**src/rtl/alu_pkg.sv**
```systemverilog
// Shared opcodes, widths, command record and FSM state type for the ALU issuer.
package alu_pkg;
    localparam int OPW = 4;
    localparam int DW  = 16;
    localparam int RW  = 32;

    localparam logic [OPW-1:0] OP_ADD = 4'd0;
    localparam logic [OPW-1:0] OP_SUB = 4'd1;
    localparam logic [OPW-1:0] OP_MUL = 4'd2;
    localparam logic [OPW-1:0] OP_DIV = 4'd3;
    localparam logic [OPW-1:0] OP_AND = 4'd4;
    localparam logic [OPW-1:0] OP_OR  = 4'd5;
    localparam logic [OPW-1:0] OP_XOR = 4'd6;
    localparam logic [OPW-1:0] OP_NOT = 4'd7;
    localparam logic [OPW-1:0] OP_LSL = 4'd8;
    localparam logic [OPW-1:0] OP_LSR = 4'd9;
    localparam logic [OPW-1:0] OP_ASR = 4'd10;
    localparam logic [OPW-1:0] OP_MAX = OP_ASR;

    typedef struct packed {
        logic [OPW-1:0] op;
        logic [DW-1:0]  a;
        logic [DW-1:0]  b;
    } cmd_t;

    localparam int CMD_W = $bits(cmd_t);

    typedef enum logic [1:0] {
        IDLE,
        ISSUE,
        WAIT,
        RESP
    } state_t;

    // Commands the calculator must never see: unknown opcode or divide by zero.
    function automatic logic cmd_illegal(input cmd_t c);
        return (c.op > OP_MAX) || (c.op == OP_DIV && c.b == '0);
    endfunction
endpackage

```
**src/rtl/alu_cmd_fifo.sv**
```systemverilog
// Purpose: command queue of DEPTH entries, first-word-fall-through read port.
// Latency: a write is visible at the read port the cycle after it is pushed.
// Backpressure: full blocks pushes; pops on empty are ignored.
module alu_cmd_fifo #(
    parameter int DEPTH = 4,
    parameter int WIDTH = 36
) (
    input  logic             clk,
    input  logic             reset,
    input  logic             push,
    input  logic [WIDTH-1:0] push_data,
    input  logic             pop,
    output logic [WIDTH-1:0] pop_data,
    output logic             full,
    output logic             empty
);
    localparam int AW = (DEPTH > 1) ? $clog2(DEPTH) : 1;
    localparam logic [AW:0] PTR_ONE = {{AW{1'b0}}, 1'b1};

    logic [WIDTH-1:0] mem [DEPTH];
    logic [AW:0]      wr_ptr;
    logic [AW:0]      rd_ptr;
    logic             do_push;
    logic             do_pop;

    // Pointers carry one extra wrap bit so equal indices distinguish full from empty.
    assign empty    = (wr_ptr == rd_ptr);
    assign full     = (wr_ptr[AW] != rd_ptr[AW]) && (wr_ptr[AW-1:0] == rd_ptr[AW-1:0]);
    assign do_push  = push && !full;
    assign do_pop   = pop && !empty;
    assign pop_data = mem[rd_ptr[AW-1:0]];

    always_ff @(posedge clk or negedge reset) begin
        if (!reset) begin
            wr_ptr <= '0;
            rd_ptr <= '0;
        end else begin
            if (do_push) wr_ptr <= wr_ptr + PTR_ONE;
            if (do_pop)  rd_ptr <= rd_ptr + PTR_ONE;
        end
    end

    always_ff @(posedge clk) begin
        if (do_push) mem[wr_ptr[AW-1:0]] <= push_data;
    end
endmodule

```
**src/rtl/alu_op_issuer.sv**
```systemverilog
// Purpose: queues ALU commands and issues them one at a time to a calculator; ALU_ISSUER_STATS_EN adds counters.
// Latency: 3 cycles push to rsp_valid when alu_done arrives in the first WAIT cycle.
// Backpressure: cmd_ready drops when the queue is full; rsp_* hold until rsp_ready.
module alu_op_issuer
    import alu_pkg::*;
#(
    parameter int DEPTH   = 4,
    parameter int TIMEOUT = 64
) (
    input  logic        clk,
    input  logic        reset,
    input  logic        cmd_valid,
    output logic        cmd_ready,
    input  logic [15:0] cmd_a,
    input  logic [15:0] cmd_b,
    input  logic [3:0]  cmd_op,
    output logic        alu_start,
    output logic [15:0] alu_a,
    output logic [15:0] alu_b,
    output logic [3:0]  alu_op_sel,
    input  logic [31:0] alu_result,
    input  logic        alu_done,
    output logic        rsp_valid,
    input  logic        rsp_ready,
    output logic [31:0] rsp_result,
    output logic [3:0]  rsp_op,
    output logic        rsp_err
`ifdef ALU_ISSUER_STATS_EN
    ,
    output logic [15:0] stat_issued,
    output logic [15:0] stat_err
`endif
);
    localparam int TW = $clog2(TIMEOUT + 1);
    localparam logic [TW-1:0] TCNT_LAST = TW'(TIMEOUT - 1);

    state_t        state;
    state_t        state_nxt;
    cmd_t          push_cmd;
    cmd_t          head;
    logic          fifo_full;
    logic          fifo_empty;
    logic          pop;
    logic          rdy_en;
    logic [TW-1:0] tcnt;
    logic          wait_done;
    logic          wait_tmo;

    assign push_cmd  = {cmd_op, cmd_a, cmd_b};
    assign cmd_ready = rdy_en && !fifo_full;
    assign pop       = (state == IDLE) && !fifo_empty;
    assign wait_done = (state == WAIT) && alu_done;
    assign wait_tmo  = (state == WAIT) && !alu_done && (tcnt == TCNT_LAST);

    alu_cmd_fifo #(
        .DEPTH (DEPTH),
        .WIDTH (CMD_W)
    ) u_fifo (
        .clk       (clk),
        .reset     (reset),
        .push      (cmd_valid && cmd_ready),
        .push_data (push_cmd),
        .pop       (pop),
        .pop_data  (head),
        .full      (fifo_full),
        .empty     (fifo_empty)
    );

    always_comb begin
        state_nxt = state;
        alu_start = 1'b0;
        rsp_valid = 1'b0;
        case (state)
            IDLE: begin
                if (!fifo_empty) state_nxt = cmd_illegal(head) ? RESP : ISSUE;
            end
            ISSUE: begin
                alu_start = 1'b1;
                state_nxt = WAIT;
            end
            WAIT: begin
                if (wait_done || wait_tmo) state_nxt = RESP;
            end
            RESP: begin
                rsp_valid = 1'b1;
                if (rsp_ready) state_nxt = IDLE;
            end
            default: state_nxt = IDLE;
        endcase
    end

    always_ff @(posedge clk or negedge reset) begin
        if (!reset) begin
            state      <= IDLE;
            rdy_en     <= 1'b0;
            tcnt       <= '0;
            alu_a      <= '0;
            alu_b      <= '0;
            alu_op_sel <= '0;
            rsp_result <= '0;
            rsp_op     <= '0;
            rsp_err    <= 1'b0;
        end else begin
            state  <= state_nxt;
            rdy_en <= 1'b1;
            tcnt   <= (state == WAIT && state_nxt == WAIT) ? tcnt + TW'(1) : '0;
            if (pop) begin
                rsp_op <= head.op;
                // Rejected commands skip the calculator and answer immediately.
                if (cmd_illegal(head)) begin
                    rsp_result <= '0;
                    rsp_err    <= 1'b1;
                end else begin
                    alu_a      <= head.a;
                    alu_b      <= head.b;
                    alu_op_sel <= head.op;
                end
            end
            if (wait_done) begin
                rsp_result <= alu_result;
                rsp_err    <= 1'b0;
            end else if (wait_tmo) begin
                rsp_result <= '0;
                rsp_err    <= 1'b1;
            end
        end
    end

`ifdef ALU_ISSUER_STATS_EN
    always_ff @(posedge clk or negedge reset) begin
        if (!reset) begin
            stat_issued <= '0;
            stat_err    <= '0;
        end else begin
            if (alu_start && stat_issued != 16'hFFFF) stat_issued <= stat_issued + 16'd1;
            if (rsp_valid && rsp_ready && rsp_err && stat_err != 16'hFFFF) stat_err <= stat_err + 16'd1;
        end
    end
`endif
endmodule

```
**config.mk**
```make
export PLATFORM = sky130hd
export DESIGN_NAME = alu_op_issuer
export DESIGN_NICKNAME = d
export VERILOG_FILES = /design/src/rtl/alu_pkg.sv /design/src/rtl/alu_cmd_fifo.sv /design/src/rtl/alu_op_issuer.sv
export SDC_FILE = /design/constraint.sdc
export NUM_CORES = 1
export LEC_CHECK = 0
export CORE_MARGIN = 10
export CORE_UTILIZATION = 49
export CTS_BUF_LIST = sky130_fd_sc_hd__clkbuf_16
export DETAILED_ROUTE_END_ITERATION = 10
export PLACE_DENSITY = 0.79
export SLEW_MARGIN = 0
export SYNTH_ARGS = -nofsm -noshare
export SYNTH_HDL_FRONTEND = slang
export SYNTH_SLANG_ARGS = --single-unit
```
**constraint.sdc**
```tcl
create_clock -name clk -period 2.9 [get_ports clk]
set_clock_uncertainty 0.1 [all_clocks]
set_input_delay 0.58 -clock clk [delete_from_list [all_inputs] [get_ports clk]]
set_output_delay 0.58 -clock clk [all_outputs]
set_load 0.05 [all_outputs]
```
==> metrics.csv <==
metric;value;unit
hold_buffers;0;
fmax;353.9;MHz
clk_path_buf_depth;3;
dpl_cell_area;11730;µm²
timing.critical_path.required;3200;ps
synth.largest_area_cell;sky130_fd_sc_hd__edfxtp_1;
fin_nets;886;
final_hold_violation_count;1;
largest_cells_by_area_after_synthesis;sky130_fd_sc_hd__edfxtp_1 44%, sky130_fd_sc_hd__dfrtp_1 23%, sky130_fd_sc_hd__mux4_2 8.3%;
failed_checks;negative hold slack;
grt_setup_unrepaired;false;
initialDrtViolationCount;676;
routed-via-count;6776;
worstSetupStartpoint;u_fifo.rd_ptr[0]$_DFFE_PN0P_;
post-synth-top-area-fraction;0.4407;
crit_arrival;3120;ps
synthesis.area_per_instance;15.05;µm²
synth.cell_area;9812;µm²
worstReg2RegStart;u_fifo.rd_ptr[0]$_DFFE_PN0P_;
place_hpwl;16000;µm
groute.usage.overall;0.1828;
antenna_violating_nets_post_route;0;
met2_length;12000;µm
final_min_period_over_clock_period;0.9744;
synthArstFlopShare;0.3820;
cts_htree_levels;1;
synthesis.nets;731;
grt_first_pass_wirelength;38510;µm
cts.sinks;233;
grt_max_degree;51;
routedLengthMet1;9919;µm
buffers_on_ports;148;
crit_type;register to register;
drt-wirelength-per-cell;22.90;µm
top_layer_used;met4;
grt_remaining_overflow;0;
finalPower;15.29;mW
syn-instance-count;652;
cts.root.buffer_cell;sky130_fd_sc_hd__clkbuf_16;
placement_rows;51;
commonest_non_fill_non_tap_cell_in_the_layout;sky130_fd_sc_hd__clkdlybuf4s50_1;
antenna_found_initial;1;
post_route_cells_drive_above_1_share;0.1493;
drv_slew;0;
worst_skew_pair.late_latency;520;ps
initial_core_util;0.5009;
min_delay_worst_type;primary input to asynchronous set/reset pin;
total_leakage_power;4.612;nW
critical_path_peak_fanout;33;
final.hold.worst_slack;-5.363;ps
wl_met3;2227;µm
netlist-cell-type-count;40;
worstSetupEndpointType;register;
synthFlopType;sky130_fd_sc_hd__edfxtp_1;
floorplan.io_pins;149;
design.die.area;26080;µm²
number_of_flops_mapped_to_enable_cells_by_yosys;144;
drt_first_pass_iters;6;
yosys_warnings;0;
setup.worst_path.start_class;register;
drcViolationCount;0;
maxSlewHeadroom;0.5627;
flip_flop_and_latch_count_after_synthesis;233;
postLayoutCellArea;12560;µm²
inserted_clock_buffers;25;
finalSetupViolCount;0;
die_w;161.5;µm
max_cap_violations;0;
register_area_share_after_synthesis;0.6677;
first_global_vias;6732;
chipHeight;161.5;µm
core_area;19590;µm²
setup_tns;0;ps
status;complete, but fails checks;
powerDensity;1217;nW/µm²
area.growth.synth_to_final;28.03;%
tritoncts;yes;
cts.clk_slew.worst_paths;60;ps
route.final.wire_length;24960;µm
vdd.ir_drop.worst;0.5563;mV
max_slew.worst_pin.slew;655.9;ps
gp_congestion;0.8238;
vias_per_cell;6.217;
layout.cells.most_common_list;146 x sky130_fd_sc_hd__clkdlybuf4s50_1, 144 x sky130_fd_sc_hd__edfxtp_1, 87 x sky130_fd_sc_hd__dfrtp_1, 55 x sky130_fd_sc_hd__nand3_1, 36 x sky130_fd_sc_hd__mux4_2;
finalWorstPathRequiredPeriod;2826;ps
==> power by group <==
part | leakage [nW] | switching [mW] | internal [mW] | total [mW]
sequential | 2.34 | 0.631 | 4.42 | 5.05
clock | 0.405 | 1.24 | 1.74 | 2.98
combinational | 1.86 | 4.53 | 2.72 | 7.25
total | 4.61 | 6.41 | 8.88 | 15.3
==> sequential cells by signal, indices dropped and copies added, names as in the netlist, 4 cells and up <==
register    cells
u_fifo.mem    144
rsp_result     32
alu_a          16
alu_b          16
tcnt            7
alu_op_sel      4
rsp_op          4
==> kinds of logic after synthesis <==
family / Yosys count / synth area share
flip-flops: 233 / 0.6677
multiplexers: 40 / 0.08697
AND/OR/NAND/NOR: 185 / 0.1088
other: 1 / 0.0003822
AO/OA/AOI/OAI: 117 / 0.09181
buffers and inverters: 59 / 0.02614
XOR/XNOR: 11 / 0.01058
adder cells (fa/ha/maj): 6 / 0.007651
==> worst paths after layout <==
check                                        endpoint  slack (ps)  cells after the start
min                                 tcnt[2]$_DFF_PN0_          -5                      1
min in group clk                    tcnt[0]$_DFF_PN0_         360                      1
max reg2reg                rsp_result[20]$_DFFE_PN0P_          70                      7
min reg2reg                         tcnt[0]$_DFF_PN0_         360                      1
max                        rsp_result[20]$_DFFE_PN0P_          70                      7
max in group asynchronous   alu_op_sel[3]$_DFFE_PN0P_        2020                      2
==> cells in the mapped netlist, types with 2 or more instances <==
cell type / number
sky130_fd_sc_hd__nand2_1: 34
sky130_fd_sc_hd__dfrtp_1: 89
sky130_fd_sc_hd__o211ai_1: 19
sky130_fd_sc_hd__and2_1: 20
sky130_fd_sc_hd__xnor2_1: 6
sky130_fd_sc_hd__edfxtp_1: 144
sky130_fd_sc_hd__buf_4: 6
sky130_fd_sc_hd__inv_1: 7
sky130_fd_sc_hd__nand3_1: 55
sky130_fd_sc_hd__clkbuf_1: 36
sky130_fd_sc_hd__mux4_2: 36
sky130_fd_sc_hd__and3_1: 23
sky130_fd_sc_hd__nor4_1: 4
sky130_fd_sc_hd__mux2_2: 2
sky130_fd_sc_hd__ha_1: 6
sky130_fd_sc_hd__a22o_1: 32
sky130_fd_sc_hd__and4_1: 35
sky130_fd_sc_hd__xor2_1: 4
sky130_fd_sc_hd__nor2_1: 10
sky130_fd_sc_hd__o21ai_0: 3
sky130_fd_sc_hd__a221oi_1: 18
sky130_fd_sc_hd__mux2i_1: 2
sky130_fd_sc_hd__a31oi_1: 35
sky130_fd_sc_hd__buf_2: 10
==> per-stage QoR <==
stage	hold WS, ps	utilization	worst slack [ps]	instances
after detailed placement	358.2	0.5985	32.86	1041
after global placement	338.8	0.5985	113.1	1041
after floorplan	184.4	-	40.53	652
after CTS	8.723	0.6388	14.87	1086
final	-5.363	0.6412	74.21	1090
after global routing	56.76	0.6411	7.402	1089
==> layer usage <==
| metal | GRT usage | up-vias |
|---|---|---|
| met5 | 0 | - |
| met1 | 0.2317 | 3397 |
| met3 | 0.04601 | 68 |
| met4 | 0.06576 | 0 |
| met2 | 0.2989 | 394 |
| li1 | - | 2917 |
==> critical path: stages (launching register included) <==
cell,delay [ps]
sky130_fd_sc_hd__dfrtp_2,450
sky130_fd_sc_hd__buf_12,200
sky130_fd_sc_hd__mux4_2,560
sky130_fd_sc_hd__nor4_2,350
sky130_fd_sc_hd__and4_2,350
sky130_fd_sc_hd__o221ai_2,120
sky130_fd_sc_hd__buf_4,270
sky130_fd_sc_hd__a22o_1,280
==> timing repair <==
item	4_1_cts	5_1_grt
buffers inserted	1	2
endpoints found under the setup margin	1	34
pin swaps	1	1
gates resized for setup	2	1
hold endpoints to repair	0	0
cloned	0	1
==> cell type report <==
| type | instances | area [µm²] |
|---|---|---|
| multi-input cells | 360 | 3040 |
| well taps | 265 | 331.6 |
| clock inverters | 19 | 145.1 |
| inverters | 7 | 26.28 |
| repair buffers | 180 | 1834 |
| fillers | 1362 | 7028 |
| clock buffers | 25 | 625.6 |
| flip-flops and latches | 233 | 6556 |
| diodes | 1 | 2.502 |
No activity file was read; power rests on OpenSTA's default activity.
